===== config.mk =====
export PLATFORM = sky130hd
export DESIGN_NAME = bp_be_prefetch_dispatch_arbiter
export DESIGN_NICKNAME = d
export VERILOG_FILES = /design/src/rtl/bp_be_pkg.sv /design/src/rtl/bp_be_pref_hint_fifo.sv /design/src/rtl/bp_be_prefetch_dispatch_arbiter.sv
export SDC_FILE = /design/constraint.sdc
export NUM_CORES = 1
export LEC_CHECK = 0
export BUFFER_PORTS_ARGS = -buffer_cell sky130_fd_sc_hd__buf_2
export CAP_MARGIN = 20
export CORE_ASPECT_RATIO = 1.75
export CORE_MARGIN = 2
export CORE_UTILIZATION = 55
export DETAILED_ROUTE_END_ITERATION = 8
export GPL_TIMING_DRIVEN = 1
export HOLD_SLACK_MARGIN = 0.1
export PLACE_DENSITY = 0.75
export SYNTH_ARGS = -nofsm -noshare
export SYNTH_HDL_FRONTEND = slang
export SYNTH_HIERARCHICAL = 1
export SYNTH_SLANG_ARGS = --single-unit

===== constraint.sdc =====
create_clock -name clk_i -period 4.48 [get_ports clk_i]
set_input_delay 0.224 -clock clk_i [delete_from_list [all_inputs] [get_ports clk_i]]
set_output_delay 0.224 -clock clk_i [all_outputs]
set_load 0.01 [all_outputs]

===== src/rtl/bp_be_pkg.sv =====
// rtl/bp_be_pkg.sv - shared types for the BE prefetch dispatch arbiter
package bp_be_pkg;

    localparam int pda_vaddr_width_lp = 39;
    localparam int pda_age_width_lp   = 8;

    typedef enum logic [1:0] {
        e_pda_idle,
        e_pda_active,
        e_pda_drain
    } bp_be_pda_state_e;

    typedef struct packed {
        logic [pda_vaddr_width_lp-1:0] pc;
        logic [pda_vaddr_width_lp-1:0] vaddr;
        logic [pda_age_width_lp-1:0]   age;
    } bp_be_pref_hint_s;

endpackage


===== src/rtl/bp_be_pref_hint_fifo.sv =====
// rtl/bp_be_pref_hint_fifo.sv - circular prefetch hint buffer with per-entry age
module bp_be_pref_hint_fifo
    import bp_be_pkg::*;
#(
    parameter int els_p          = 4,
    parameter int block_offset_p = 6
)
(
    input  logic                                         clk_i,
    input  logic                                         reset_n_i,
    input  logic                                         clear_i,
    input  logic                                         enq_v_i,
    input  logic [pda_vaddr_width_lp-1:0]                enq_pc_i,
    input  logic [pda_vaddr_width_lp-1:0]                enq_vaddr_i,
    input  logic                                         deq_i,
    output logic                                         head_v_o,
    output logic [pda_vaddr_width_lp-1:0]                head_pc_o,
    output logic [pda_vaddr_width_lp-1:0]                head_vaddr_o,
    output logic [pda_age_width_lp-1:0]                  head_age_o,
    output logic                                         tail_v_o,
    output logic [pda_vaddr_width_lp-block_offset_p-1:0] tail_line_o,
    output logic                                         full_o,
    output logic                                         empty_o,
    output logic [$clog2(els_p):0]                       count_o
);

    localparam int idx_w_lp = $clog2(els_p);
    localparam int ptr_w_lp = idx_w_lp + 1;

    bp_be_pref_hint_s      mem_r [els_p];
    logic [ptr_w_lp-1:0]   wptr_r, rptr_r;
    logic [idx_w_lp-1:0]   head_idx, tail_idx;
    bp_be_pref_hint_s      head_entry, tail_entry;

    assign head_idx   = rptr_r[idx_w_lp-1:0];
    assign tail_idx   = wptr_r[idx_w_lp-1:0] - idx_w_lp'(1);
    assign head_entry = mem_r[head_idx];
    assign tail_entry = mem_r[tail_idx];

    assign empty_o = (wptr_r == rptr_r);
    assign full_o  = (wptr_r[idx_w_lp] != rptr_r[idx_w_lp])
                  && (wptr_r[idx_w_lp-1:0] == rptr_r[idx_w_lp-1:0]);
    assign count_o = wptr_r - rptr_r;

    assign head_v_o     = ~empty_o;
    assign head_pc_o    = head_entry.pc;
    assign head_vaddr_o = head_entry.vaddr;
    assign head_age_o   = head_entry.age;
    assign tail_v_o     = ~empty_o;
    assign tail_line_o  = tail_entry.vaddr[pda_vaddr_width_lp-1:block_offset_p];

    // Every slot ages each cycle; a freshly written slot overrides its age back to zero.
    always_ff @(posedge clk_i or negedge reset_n_i) begin
        if (!reset_n_i) begin
            wptr_r <= '0;
            rptr_r <= '0;
            for (int i = 0; i < els_p; i++) begin
                mem_r[i] <= '0;
            end
        end else if (clear_i) begin
            wptr_r <= '0;
            rptr_r <= '0;
        end else begin
            for (int i = 0; i < els_p; i++) begin
                mem_r[i].age <= mem_r[i].age + pda_age_width_lp'(1);
            end
            if (deq_i) begin
                rptr_r <= rptr_r + ptr_w_lp'(1);
            end
            if (enq_v_i) begin
                mem_r[wptr_r[idx_w_lp-1:0]] <= '{pc: enq_pc_i, vaddr: enq_vaddr_i, age: '0};
                wptr_r <= wptr_r + ptr_w_lp'(1);
            end
        end
    end

endmodule


===== src/rtl/bp_be_prefetch_dispatch_arbiter.sv =====
// rtl/bp_be_prefetch_dispatch_arbiter.sv - injects buffered prefetch hints into empty dispatch slots
module bp_be_prefetch_dispatch_arbiter
    import bp_be_pkg::*;
#(
    parameter int vaddr_width_p  = 39,
    parameter int fifo_els_p     = 4,
    parameter int credits_p      = 2,
    parameter int max_age_p      = 16,
    parameter int block_offset_p = 6
)
(
    input  logic                     clk_i,
    input  logic                     reset_n_i,
    input  logic                     enable_i,
    input  logic                     clear_i,
    input  logic                     main_v_i,
    input  logic                     pref_v_i,
    input  logic [vaddr_width_p-1:0] pref_pc_i,
    input  logic [vaddr_width_p-1:0] pref_vaddr_i,
    output logic                     pref_ready_and_o,
    input  logic                     pref_done_i,
    output logic                     inj_v_o,
    output logic [vaddr_width_p-1:0] inj_pc_o,
    output logic [vaddr_width_p-1:0] inj_vaddr_o,
    output logic [15:0]              drop_cnt_o,
    output logic                     idle_o
);

    localparam int ptr_w_lp  = $clog2(fifo_els_p) + 1;
    localparam int cred_w_lp = $clog2(credits_p + 1);
    localparam int line_w_lp = vaddr_width_p - block_offset_p;
    localparam logic [pda_age_width_lp-1:0] max_age_lp = pda_age_width_lp'(max_age_p);
    localparam logic [cred_w_lp-1:0]        credits_lp = cred_w_lp'(credits_p);

    bp_be_pda_state_e       state_r, state_n;
    logic                   is_idle, is_active, is_drain;
    logic [cred_w_lp-1:0]   credits_r;
    logic                   credits_home;
    logic                   last_v_r;
    logic [line_w_lp-1:0]   last_line_r;
    logic [15:0]            drop_cnt_r;

    logic                   head_v, tail_v, fifo_full, fifo_empty;
    logic [vaddr_width_p-1:0] head_pc, head_vaddr;
    logic [pda_age_width_lp-1:0] head_age;
    logic [line_w_lp-1:0]   tail_line, head_line, pref_line;
    logic [ptr_w_lp-1:0]    fifo_count, drop_add;
    logic [16:0]            drop_sum;

    logic accept, dup, enq, inject, drain_flush, flush, age_drop, pop;

    always_ff @(posedge clk_i or negedge reset_n_i) begin
        if (!reset_n_i) begin
            state_r <= e_pda_idle;
        end else begin
            state_r <= state_n;
        end
    end

    always_comb begin
        state_n = state_r;
        case (state_r)
            e_pda_idle:   if (enable_i)     state_n = e_pda_active;
            e_pda_active: if (!enable_i)    state_n = e_pda_drain;
            e_pda_drain:  if (credits_home) state_n = enable_i ? e_pda_active : e_pda_idle;
            default:                        state_n = e_pda_idle;
        endcase
    end

    always_comb begin
        is_idle   = 1'b0;
        is_active = 1'b0;
        is_drain  = 1'b0;
        case (state_r)
            e_pda_active: is_active = 1'b1;
            e_pda_drain:  is_drain  = 1'b1;
            default:      is_idle   = 1'b1;
        endcase
    end

    assign credits_home = (credits_r == credits_lp);
    assign pref_line    = pref_vaddr_i[vaddr_width_p-1:block_offset_p];
    assign head_line    = head_vaddr[vaddr_width_p-1:block_offset_p];

    // Accepting while enable is falling would only feed the drain flush, so hold off.
    assign pref_ready_and_o = is_active & enable_i & ~fifo_full & ~clear_i;
    assign accept           = pref_v_i & pref_ready_and_o;
    assign inject           = is_active & head_v & ~main_v_i & ~clear_i & (credits_r != '0);

    assign dup = (tail_v & (tail_line == pref_line))
               | (last_v_r & (last_line_r == pref_line))
               | (inject & (head_line == pref_line));
    assign enq = accept & ~dup;

    assign drain_flush = is_active & ~enable_i;
    assign flush       = clear_i | drain_flush;
    assign age_drop    = is_active & head_v & ~inject & ~flush & (head_age >= max_age_lp);
    assign pop         = inject | age_drop;

    // A head injected in the flush cycle leaves legitimately, so it is not a drop.
    assign drop_add = flush ? (fifo_count - ptr_w_lp'(inject)) : ptr_w_lp'(age_drop);
    assign drop_sum = {1'b0, drop_cnt_r} + 17'(drop_add);

    always_ff @(posedge clk_i or negedge reset_n_i) begin
        if (!reset_n_i) begin
            credits_r   <= credits_lp;
            last_v_r    <= 1'b0;
            last_line_r <= '0;
            drop_cnt_r  <= '0;
        end else begin
            case ({inject, pref_done_i})
                2'b10:   credits_r <= credits_r - cred_w_lp'(1);
                2'b01:   credits_r <= credits_r + cred_w_lp'(1);
                default: credits_r <= credits_r;
            endcase
            if (clear_i) begin
                last_v_r <= 1'b0;
            end else if (inject) begin
                last_v_r    <= 1'b1;
                last_line_r <= head_line;
            end
            drop_cnt_r <= drop_sum[16] ? 16'hFFFF : drop_sum[15:0];
        end
    end

    bp_be_pref_hint_fifo #(
        .els_p          (fifo_els_p),
        .block_offset_p (block_offset_p)
    ) hint_fifo (
        .clk_i        (clk_i),
        .reset_n_i    (reset_n_i),
        .clear_i      (flush),
        .enq_v_i      (enq),
        .enq_pc_i     (pref_pc_i),
        .enq_vaddr_i  (pref_vaddr_i),
        .deq_i        (pop),
        .head_v_o     (head_v),
        .head_pc_o    (head_pc),
        .head_vaddr_o (head_vaddr),
        .head_age_o   (head_age),
        .tail_v_o     (tail_v),
        .tail_line_o  (tail_line),
        .full_o       (fifo_full),
        .empty_o      (fifo_empty),
        .count_o      (fifo_count)
    );

    assign inj_v_o     = inject;
    assign inj_pc_o    = head_pc;
    assign inj_vaddr_o = head_vaddr;
    assign drop_cnt_o  = drop_cnt_r;
    assign idle_o      = is_idle & fifo_empty & credits_home;

    credit_overflow_a: assert property (@(posedge clk_i) disable iff (!reset_n_i)
        !(pref_done_i && !inject && credits_home));

    unused_drain_a: assert property (@(posedge clk_i) disable iff (!reset_n_i)
        !(is_drain && head_v));

endmodule


# Word-level counts from Yosys, hierarchy flattened
# Index checks and enable logic that the tools add are counted.
# op_classes
magnitude_cmp	5
bitwise	33
reduce_logical	12
mux	26
n_eq_ne	14
n_addsub	12
# ops
op	n
86-bit binary-select mux with 2-bit select	2
344-bit bitwise mux	1
266-bit two-way mux	1
86-bit two-way mux	3
86-bit demux with 2-bit select	1
33-bit == test	3
47-bit two-way mux	2
8-bit by 1-bit adder with 8-bit output (second input constant)	4
1-bit AND	18
16-bit by 3-bit adder with 17-bit output	1
16-bit two-way mux	1
3-bit two-way mux	5
2-bit nonzero test	5
3-bit greater-or-equal comparator (second input constant)	3
2-bit inverter with 3-bit output	3
8-bit by 5-bit greater-or-equal comparator with 1-bit output (second input constant)	1
1-bit inverter	8
3-bit by 1-bit adder with 3-bit output (second input constant)	2
2-bit == test (second input constant)	3
2-bit two-way mux	3
2-bit != test (second input constant)	3
2-bit one-hot mux with 3 select lines	1
1-bit two-way mux	5
2-bit by 1-bit == test with 1-bit output (second input constant)	2
other kinds (15)	21
# word_totals
in_bits	85
wordCells	121
register_bits	404

# Logic depth before layout (Yosys ltp)
# depth
word_depth	13
mapped_depth	20

# Hierarchy
# The synthesis kept the hierarchy.
# modules_own_cells
mod	area_each_um2	seq_area_each_um2	cells_per_inst	instances
bp_be_pref_hint_fifo	16443.3	8758.4	1661	1
bp_be_prefetch_dispatch_arbiter	3560.9	1352.5	404	1

# Worst setup path before layout
# Ideal clock, no wire load.
# synth_path
kind	flip-flop to flip-flop
start	register hint_fifo.wptr_r[0]
end	register drop_cnt_r[15], in the netlist drop_cnt_o[15]
t_arrival_ns	4.021
path_slack_ns	0.336
synth_period_minus_slack_ns	4.144
setup_ns	0.124
path_buffers	3
path_stages_with_launch	19
cell_sequence	dfrtp_1 > buf_2 > buf_2 > inv_1 > ha_1 > nand3_1 > nand2_1 > or4_4 > inv_2 > buf_2 > ha_1 > ha_1 > nor2_1 > ha_1 > a21o_1 > a21oi_1 > nor3_2 > and3_1 > mux2i_1
# synth_via
elab_chain_cells	13
elab_cells_between_ends	15
cone_classes	add/sub (3); eq/ne (1); mux (2); bitwise (9)
# synth_lines
item	line	rtl
start: declaration	bp_be_pref_hint_fifo.sv:31	logic [ptr_w_lp-1:0] wptr_r, rptr_r;
start signal: assignment	bp_be_pref_hint_fifo.sv:72	wptr_r <= wptr_r + ptr_w_lp'(1);
3-bit == test (*)	bp_be_pref_hint_fifo.sv:40	assign empty_o = (wptr_r == rptr_r);
1-bit inverter (*)	bp_be_pref_hint_fifo.sv:45	assign head_v_o = ~empty_o;
net head_v	bp_be_prefetch_dispatch_arbiter.sv:43	logic head_v, tail_v, fifo_full, fifo_empty;
1-bit AND (*) (4 in a row)	bp_be_prefetch_dispatch_arbiter.sv:88	assign inject = is_active & head_v & ~main_v_i & ~clear_i & (credits_r != '0);
net inj_v_o	bp_be_prefetch_dispatch_arbiter.sv:22	output logic inj_v_o,
branches (longest 4 deep; another with 3-bit by 1-bit subtractor with 3-bit output)	-	
3-bit two-way mux (*)	bp_be_prefetch_dispatch_arbiter.sv:101	assign drop_add = flush ? (fifo_count - ptr_w_lp'(inject)) : ptr_w_lp'(age_drop);
16-bit by 3-bit adder with 17-bit output (*)	bp_be_prefetch_dispatch_arbiter.sv:102	assign drop_sum = {1'b0, drop_cnt_r} + 17'(drop_add);
16-bit two-way mux (*)	bp_be_prefetch_dispatch_arbiter.sv:122	drop_cnt_r <= drop_sum[16] ? 16'hFFFF : drop_sum[15:0];
end signal: assignment	bp_be_prefetch_dispatch_arbiter.sv:122	
end: declaration	bp_be_prefetch_dispatch_arbiter.sv:41	logic [15:0] drop_cnt_r;
# Mark *: on every way through the listed nets, which the timed path passes.
# A chain may end at the register's enable or synchronous reset.

# Final worst setup path
# layout_path
start	register hint_fifo.wptr_r[1]
end	register hint_fifo/mem_r[120] in the netlist's numbering
# layout_via
elab_chain_cells	12
elab_cells_between_ends	32
cone_classes	add/sub (1); order compare (2); eq/ne (3); mux (6); bitwise (17); reduce/logical (3)
# layout_lines
item	line	rtl
2-bit by 1-bit subtractor with 2-bit output	bp_be_pref_hint_fifo.sv:36	assign tail_idx = wptr_r[idx_w_lp-1:0] - idx_w_lp'(1);
2-bit inverter with 3-bit output (implied by the code)	bp_be_pref_hint_fifo.sv:38	assign tail_entry = mem_r[tail_idx];
86-bit binary-select mux with 2-bit select	bp_be_pref_hint_fifo.sv:38	
47-bit two-way mux (implied by the code) (2 in a row)	bp_be_pref_hint_fifo.sv:38	
net tail_line[12]	bp_be_prefetch_dispatch_arbiter.sv:46	logic [line_w_lp-1:0] tail_line, head_line, pref_line;
33-bit == test	bp_be_prefetch_dispatch_arbiter.sv:90	assign dup = (tail_v & (tail_line == pref_line))
1-bit AND	bp_be_prefetch_dispatch_arbiter.sv:90	
1-bit bitwise OR	bp_be_prefetch_dispatch_arbiter.sv:91	| (last_v_r & (last_line_r == pref_line))
1-bit bitwise OR	bp_be_prefetch_dispatch_arbiter.sv:92	| (inject & (head_line == pref_line));
1-bit inverter	bp_be_prefetch_dispatch_arbiter.sv:93	assign enq = accept & ~dup;
1-bit AND	bp_be_prefetch_dispatch_arbiter.sv:93	
net enq	bp_be_prefetch_dispatch_arbiter.sv:50	logic accept, dup, enq, inject, drain_flush, flush, age_drop, pop;
2-bit AND reduction (no source line)	-	
end signal: indexed assignment	bp_be_pref_hint_fifo.sv:71	mem_r[wptr_r[idx_w_lp-1:0]] <= '{pc: enq_pc_i, vaddr: enq_vaddr_i, age: '0};
end: declaration	bp_be_pref_hint_fifo.sv:30	bp_be_pref_hint_s mem_r [els_p];
# The timed path passes the listed nets, and every way through them passes these cells. The select of a mux whose other input is x is not followed.

==> results.py <==
metrics = {
    "status": {
        "run_status": "finished, final reports clean",
    },
    "finish": {
        "regArea_um2": 10100,
        "multi_input_area_um2": 9240,
        "syn_to_final_growth_pct": 18.4,
        "nNetsFinal": 2403,
        "nFillCells": 2768,
        "drive_gt1_share_pct": 17.7,
    },
    "cts": {
        "cts_root_buf": "clkbuf_16",
        "cts_setup_buffers": 0,
        "clock-sinks": 404,
        "cts-buffers-inserted": 39,
        "cts_tree": "yes",
        "insertion_delay_ns": 0.56,
        "clk_pin_slew_ns": 0.06,
        "max-clock-path-buffers": 3,
        "ctsHtreeMaxLevel": 2,
    },
    "power_and_ir_drop": {
        "peakVddDrop_mv": 0.405,
        "p_per_area_nw_per_um2": 454,
        "leakagePower_nw": 12.2,
    },
    "global_routing": {
        "grt_pass1_wl_um": 91900,
        "grt_pass1_vias": 17100,
        "antenna_found_initial": 2,
        "grt_overflow_total": 0,
        "grt_max_degree": 119,
        "grtUsageTotal_pct": 31.0,
    },
    "sta": {
        "finalHoldViolCount": 0,
        "setup_viol": 0,
        "slew_headroom_pct": 36.9,
        "fin_ws_ns": 0.196,
        "period_share_pct": 95.6,
        "rsz0062_at_grt": "no",
        "period_minus_slack_ns": 4.28,
        "fmaxAchievable_mhz": 233,
        "fin_skew_ns": 0.0219,
        "setup-tns-final_ns": 0,
        "worst_slew_pin_slew_ns": 0.947,
        "drv_slew": 0,
    },
    "worst_setup_path": {
        "cp.required_ns": 4.97,
        "crit_type": "flop to flop",
        "cp-start-kind": "flop",
        "end_kind": "flop",
        "worstPathArrival_ns": 4.77,
        "path_max_fanout": 34,
    },
    "floorplan": {
        "core_area_um2": 35900,
        "rows": 92,
        "ios": 182,
        "die_h_um": 256,
        "die_x_um": 148,
        "die-area_um2": 37800,
        "start_util_pct": 55.4,
    },
    "place": {
        "dp_slack_ns": 0.119,
        "place.gp.congestion": 0.880,
        "portBuffers": 181,
        "dp_hpwl_um": 35700,
    },
    "synth": {
        "syn_area_um2": 19900,
        "syn_avg_cell_area_um2": 9.66,
        "synth.net_count": 2170,
        "synth-warning-count": 6,
        "syn_inst": 2061,
    },
    "routing": {
        "vias": 16200,
        "viasPerCell": 5.77,
        "drt_pass1_iterations": 6,
        "wl_per_cell_um": 20.5,
        "remaining_drc_errors": 0,
        "antenna_left": 0,
        "drtIter0Drc": 1039,
        "wl_um": 57400,
    },
    "flow_run": {
        "drv_cap": 0,
    },
    "hold_path": {
        "worstHoldPathType": "input pin to asynchronous set/reset pin",
    },
}
==> power breakdown <==
group          internal (mW)  switching (mW)  leakage (nW)
Combinational           1.21            1.49          6.10
Clock                   1.91            1.44         0.629
Sequential              4.21           0.450          5.50
Total                   7.32            3.38          12.2
==> path summary, 6_finish.rpt <==
check                                          from                   end  slack [ns]  cells after the start
max in group asynchronous                 reset_n_i  hint_fifo/mem_r[121]        2.92                      3
worst min-delay path                      reset_n_i  hint_fifo/mem_r[167]        0.33                      2
worst min register to register  hint_fifo/mem_r[76]   hint_fifo/mem_r[76]        0.47                      2
min in group clk_i                         pref_v_i   hint_fifo/wptr_r[0]        0.33                      5
worst max-delay path            hint_fifo/wptr_r[1]  hint_fifo/mem_r[120]        0.20                     13
worst max register to register  hint_fifo/wptr_r[1]  hint_fifo/mem_r[120]        0.20                     13
==> state kept, by name (all words and copies together) (netlist names) <==
name and count:
credits_r 2, drop_cnt_o 16, hint_fifo/mem_r 344, hint_fifo/rptr_r 3, hint_fifo/wptr_r 3, last_line_r 33
last_v_r 1, state_r 2
==> layer usage <==
layer	GRT usage, %	part of all wire [%]	vias up
li1	-	-	7184
met1	35.6	34	7987
met2	53.5	51	795
met3	5.04	7.4	189
met4	19.8	6.8	0
met5	0	0	-
==> worst max-delay path, stage by stage, from the launching register on <==
cell and delay [ns]:
dfrtp_1 0.43, inv_1 0.12, ha_1 0.35, buf_12 0.26, mux4_2 0.36, xor2_1 0.51, nor4_1 0.14, nand3_1 0.22
nor4_1 0.13, a311oi_4 0.65, and3b_2 0.36, buf_4 0.45, nand2_1 0.14, nand2_1 0.09
==> cell type report <==
type	count	share of cell area, %
timing repair buffer	304	9.58
multi-input combinational	1526	39.2
clock buffer	61	4.92
clock inverter	11	0.536
inverter	19	0.303
antenna	3	0.0318
tap	470	2.49
sequential	404	42.9
==> through the flow <==
stage | cells | hold WS, ns | total power, mW | cell area, um2 | utilization (%)
floorplan | 2061 | -0.0716 | 6.18 | 19900 | -
global placement | 2641 | 0.394 | 7.21 | 21400 | 59.7
detailed placement | 2641 | 0.377 | 7.32 | 21400 | 59.7
CTS | 2795 | 0.313 | 10.7 | 23600 | 65.6
global route | 2797 | 0.379 | 11.2 | 23600 | 65.6
finish | 2798 | 0.330 | 10.7 | 23600 | 65.6
==> placed cells by master (no fill, tap or decap), types with 8 or more instances in the layout <==
master         count
nand2_1         1067
dfrtp_1          400
buf_2            180
mux4_2           115
dlygate4sd3_1     82
xor2_1            79
xnor2_1           48
clkbuf_16         40
nor2_1            33
buf_4             24
ha_1              22
o21ai_0           20
nor4_1            19
inv_1             18
a21oi_1           18
buf_12            17
nand4_1           16
or3_1             14
clkbuf_1          13
nand3_1           11
clkbuf_8           8
==> repair_timing <==
action                                  CTS  global route
resized for setup                         0             1
hold buffers                             82             0
hold endpoints to repair                428             0
endpoints found under the setup margin    0           265
No activity file was read; power rests on OpenSTA's default activity.
